<file path="src/rtl/seq_detector_param.sv">
// seq_detector_param: serial pattern detector with a runtime-loadable pattern.
//
// Bits arrive MSB-of-pattern first on x. A PAT_W-bit history register collects
// them, and a fill counter tracks how many bits of the current window are valid.
// y is a registered, one-cycle match pulse.
//
// Optional feature: define SEQDET_COUNT_EN to build in the saturating match
// counter (match_count) and its synchronous clear (cnt_clr). In the default
// build, match_count is tied to 0 and cnt_clr is ignored.
//
// Input qualification: there is no back-pressure. x is consumed on every rising
// edge where in_valid=1 and pat_load=0. When pat_load=1, pat_in is consumed and
// a concurrent in_valid bit is discarded. When in_valid=0, all window state holds.
module seq_detector_param #(
  parameter int               PAT_W   = 4,
  parameter logic [PAT_W-1:0] PATTERN = 4'b1101,
  parameter int               OVERLAP = 0,
  parameter int               CNT_W   = 8
) (
  input  logic             clk,
  input  logic             rst,
  input  logic             x,
  input  logic             in_valid,
  input  logic             pat_load,
  input  logic [PAT_W-1:0] pat_in,
  input  logic             cnt_clr,
  output logic             y,
  output logic [CNT_W-1:0] match_count
);

  localparam int               FILL_W    = $clog2(PAT_W + 1);
  localparam logic [FILL_W-1:0] FILL_FULL = FILL_W'(PAT_W);
  localparam logic [FILL_W-1:0] FILL_ONE  = FILL_W'(1);

  logic [PAT_W-1:0]  hist_q, hist_d;
  logic [PAT_W-1:0]  pat_q, pat_d;
  logic [FILL_W-1:0] fill_q, fill_d;
  logic [FILL_W-1:0] fill_inc;
  logic              y_q;
  logic              match;

  // Next window state and the match decision for the current edge.
  always_comb begin
    hist_d   = hist_q;
    pat_d    = pat_q;
    fill_d   = fill_q;
    fill_inc = fill_q;
    match    = 1'b0;
    if (pat_load) begin
      // A new pattern restarts the window. A concurrent data bit is dropped.
      pat_d  = pat_in;
      fill_d = '0;
    end else if (in_valid) begin
      hist_d   = {hist_q[PAT_W-2:0], x};
      fill_inc = (fill_q == FILL_FULL) ? FILL_FULL : (fill_q + FILL_ONE);
      match    = (fill_inc == FILL_FULL) && (hist_d == pat_q);
      // Non-overlapping mode starts a fresh window after a hit. Overlapping
      // mode keeps the window full, so a suffix can seed the next hit.
      if (match && (OVERLAP == 0)) begin
        fill_d = '0;
      end else begin
        fill_d = fill_inc;
      end
    end
  end

  // Window registers and the registered match pulse.
  always_ff @(posedge clk or negedge rst) begin
    if (!rst) begin
      hist_q <= '0;
      pat_q  <= PATTERN;
      fill_q <= '0;
      y_q    <= 1'b0;
    end else begin
      hist_q <= hist_d;
      pat_q  <= pat_d;
      fill_q <= fill_d;
      y_q    <= match;
    end
  end

  assign y = y_q;

`ifdef SEQDET_COUNT_EN
  localparam logic [CNT_W-1:0] CNT_MAX = '1;
  localparam logic [CNT_W-1:0] CNT_ONE = CNT_W'(1);

  logic [CNT_W-1:0] cnt_q, cnt_d;

  // Saturating match counter. A clear wins over a concurrent match.
  always_comb begin
    cnt_d = cnt_q;
    if (cnt_clr) begin
      cnt_d = '0;
    end else if (match && (cnt_q != CNT_MAX)) begin
      cnt_d = cnt_q + CNT_ONE;
    end
  end

  // Counter register.
  always_ff @(posedge clk or negedge rst) begin
    if (!rst) begin
      cnt_q <= '0;
    end else begin
      cnt_q <= cnt_d;
    end
  end

  assign match_count = cnt_q;
`else
  logic unused_cnt_clr;
  assign unused_cnt_clr = cnt_clr;
  assign match_count    = '0;
`endif

endmodule

</file>
<file path="config.mk">
export PLATFORM = sky130hd
export DESIGN_NAME = seq_detector_param
export DESIGN_NICKNAME = d
export VERILOG_FILES = /design/src/rtl/seq_detector_param.sv
export SDC_FILE = /design/constraint.sdc
export NUM_CORES = 1
export LEC_CHECK = 0
export ABC_AREA = 1
export CAP_MARGIN = 20
export CORE_MARGIN = 3
export CORE_UTILIZATION = 44
export CTS_CLUSTER_SIZE = 28
export DETAILED_ROUTE_END_ITERATION = 10
export GPL_TIMING_DRIVEN = 0
export PLACE_DENSITY = 0.79
export SLEW_MARGIN = 30
export SYNTH_ARGS = -nofsm -noshare
export SYNTH_HDL_FRONTEND = slang
export SYNTH_SLANG_ARGS = --single-unit
export TNS_END_PERCENT = 20
</file>
<file path="constraint.sdc">
create_clock -name clk -period 1.67 [get_ports clk]
set_clock_uncertainty 0.1 [all_clocks]
set_input_delay 0.334 -clock clk [delete_from_list [all_inputs] [get_ports clk]]
set_output_delay 0.334 -clock clk [all_outputs]
set_load 0.02 [all_outputs]
</file>
==> impl_metrics.ini <==
[outcome]
outcome = finished clean

[yosys]
synthTopCellsByCount = 27 x nand2_1, 16 x inv_1, 8 x buf_4, 8 x dfrtp_1, 7 x o21ai_0
async_flop_share_pct = 100
netlist_instances = 84
yosys_most_used_dff = dfrtp_1
ys_ff_latch = 11
yosysUniqueCellTypes = 13
synth_top_area_share_pct = 31.9
ys_warn_count = 0
synth-xor-area-share_pct = 0
synth_fa_ha_area_share_pct = 3.99
synth_top_family_by_area = simple AND/OR/NAND/NOR gates
synth.mux.area_fraction_pct = 0
synth_area_leaders = dfrtp_1 32%, nand2_1 16%, dfstp_2 13%
synth_top_area_cell = dfrtp_1
synth-simple-area-share_pct = 22.4
syn_avg_cell_area_um2 = 7.46
syn_area_um2 = 627
post-synth-top-count-cell = nand2_1
yosysSeqAreaShare_pct = 44.5
synth_compound_gate_area_share_pct = 7.58
synth_edf_count = 0

[global_route]
grt_pass1_vias = 485
grt_max_degree = 12
grt_pass1_wl_um = 2010
antenna_found_initial = 0
overflow = 0
track_usage_pct = 14.2

[timing]
rsz0062_at_grt = no
min_period_ps = 1610
tns_ps = 0
hold_viol_final = 0
fmax_mhz = 619
slew_viol_final = 0
fin_hold_ws_ps = 169
setup_viol = 0
min_period_over_period_pct = 96.7

[critical_path]
critPathTopFamily = buffers and inverters
arrival_ps = 1180
path_buf_inv = 1
crit_required_ps = 1240
worst_setup_path_end_kind = primary output
crit_type = reg -> out
crit_chain = clkdlybuf4s50_1
slowest_stage = clkdlybuf4s50_1
reg2reg_depth = 8
start_kind = flop
cp_max_fo = 1
critPathMaxStageDelay_ps = 590
worst-path-stages = 1

[min_path]
hp-class = in -> reg
holdPathStages = 2

[clock_network]
numCtsBuffers = 3
clockBufferDepth = 2
cts_max_level = 1
cts_hold_buffers = 0
clkTransAtPathRegs_ps = 70
clock_latency_ps = 260
clkSinkCount = 11
cts_tree = built
post-cts-setup-buffers = 0
cts_resized = 0
root_buffer = clkbuf_4

[layout]
seqCellArea_um2 = 279
multi_input_area_um2 = 243
fin_area_um2 = 777
fill_cells = 116
area_growth_pct = 24.0
antenna_cells = 0
layout-drive-gt1-share_pct = 15.5
nets = 116

[place]
hpwl_um = 888
postPlaceCellArea_um2 = 751
place_congestion = 0.772
port_buffers = 8

[power]
power_density_mw_per_mm2 = 811
ir_worst_vdd_mv = 0.583
p_leak_nw = 0.428

[die]
die_area_mm2 = 0.00191
start_util_pct = 51.5
core_area_mm2 = 0.00122
ios = 19
die_w_um = 43.7
die_h_um = 43.7
fp-row-count = 12

[route]
vias_per_cell = 4.35
firstDrtPassIters = 4
wire_per_inst_um = 9.73
antenna_left = 0
drt_wl_total_um = 1140
drt_iter0_drc = 7
via_count = 509
drc = 0

[job]
max-cap-violations = 0
==> final cells by class <==
cell class	count	share of cell area, %
Multi-Input combinational cell	55	31.2
Inverter	16	7.73
Tap cell	14	2.25
Sequential cell	11	35.9
Timing Repair Buffer	8	10.3
Clock buffer	4	3.38
Buffer	9	9.18
==> flip-flops by register name, summed over array words and instances, names as in the netlist <==
| signal | count |
|---|---|
| pat_q | 4 |
| fill_q | 3 |
| hist_q | 3 |
| y | 1 |
==> per-layer routing <==
layer  GRT usage [%]  wire (um)  up-vias  share of wire [%]
met2            25.9        615       15                 54
met5               0          0        -                  0
met3            4.98         58        0                5.1
met1            15.4        464      222                 41
met4            3.61          0        0                  0
li1                -          -      272                  -
==> worst paths after layout <==
| kind | start | to | slack [ps] |
|---|---|---|---|
| min in group asynchronous | rst | hist_q[2]$_DFFE_PN0P_ | 290 |
| hold / removal | pat_load | pat_q[2]$_DFFE_PN1P_ | 170 |
| setup reg to reg | fill_q[0]$_DFFE_PN0P_ | fill_q[2]$_DFFE_PN0P_ | 320 |
| hold reg to reg | pat_q[0]$_DFFE_PN1P_ | pat_q[0]$_DFFE_PN1P_ | 400 |
| setup / recovery | y$_DFF_PN0_ | y | 60 |
| max in group asynchronous | rst | pat_q[0]$_DFFE_PN1P_ | 830 |
==> placed cells by master (no fill, tap or decap) <==
cell             count
buf_6                1
ha_1                 2
conb_1               8
clkbuf_1             1
clkdlybuf4s50_1      8
dfstp_2              3
nor2_1               6
nand2_2              1
inv_1               16
nand3_1              2
o22ai_1              2
clkbuf_4             3
nand2_1             27
o21ai_0              7
buf_4                8
dfrtp_1              8
==> logic make-up after synthesis <==
logic type / after synthesis
AND/OR/NAND/NOR: 36
buffers and inverters: 25
flip-flops: 11
AO/OA/AOI/OAI: 9
adder cells (fa/ha/maj): 2
other: 1
==> power breakdown <==
group / internal, mW / switching (mW)
Sequential: 0.296 / 0.0164
Combinational: 0.0578 / 0.0763
Clock: 0.0923 / 0.0913
==> through the flow <==
| step | instances | setup slack, ps | total power, mW | util (%) |
|---|---|---|---|---|
| 4_1_cts | 117 | 43.1 | 0.637 | 63.9 |
| 3_3_place_gp | 113 | 208 | 0.442 | 61.7 |
| 6_report | 117 | 55.4 | 0.630 | 63.9 |
| 3_5_place_dp | 113 | 175 | 0.449 | 61.7 |
| 2_1_floorplan | 91 | 426 | 0.409 | - |
| 5_1_grt | 117 | 15.4 | 0.673 | 63.9 |
No activity file was read; power rests on OpenSTA's default activity.
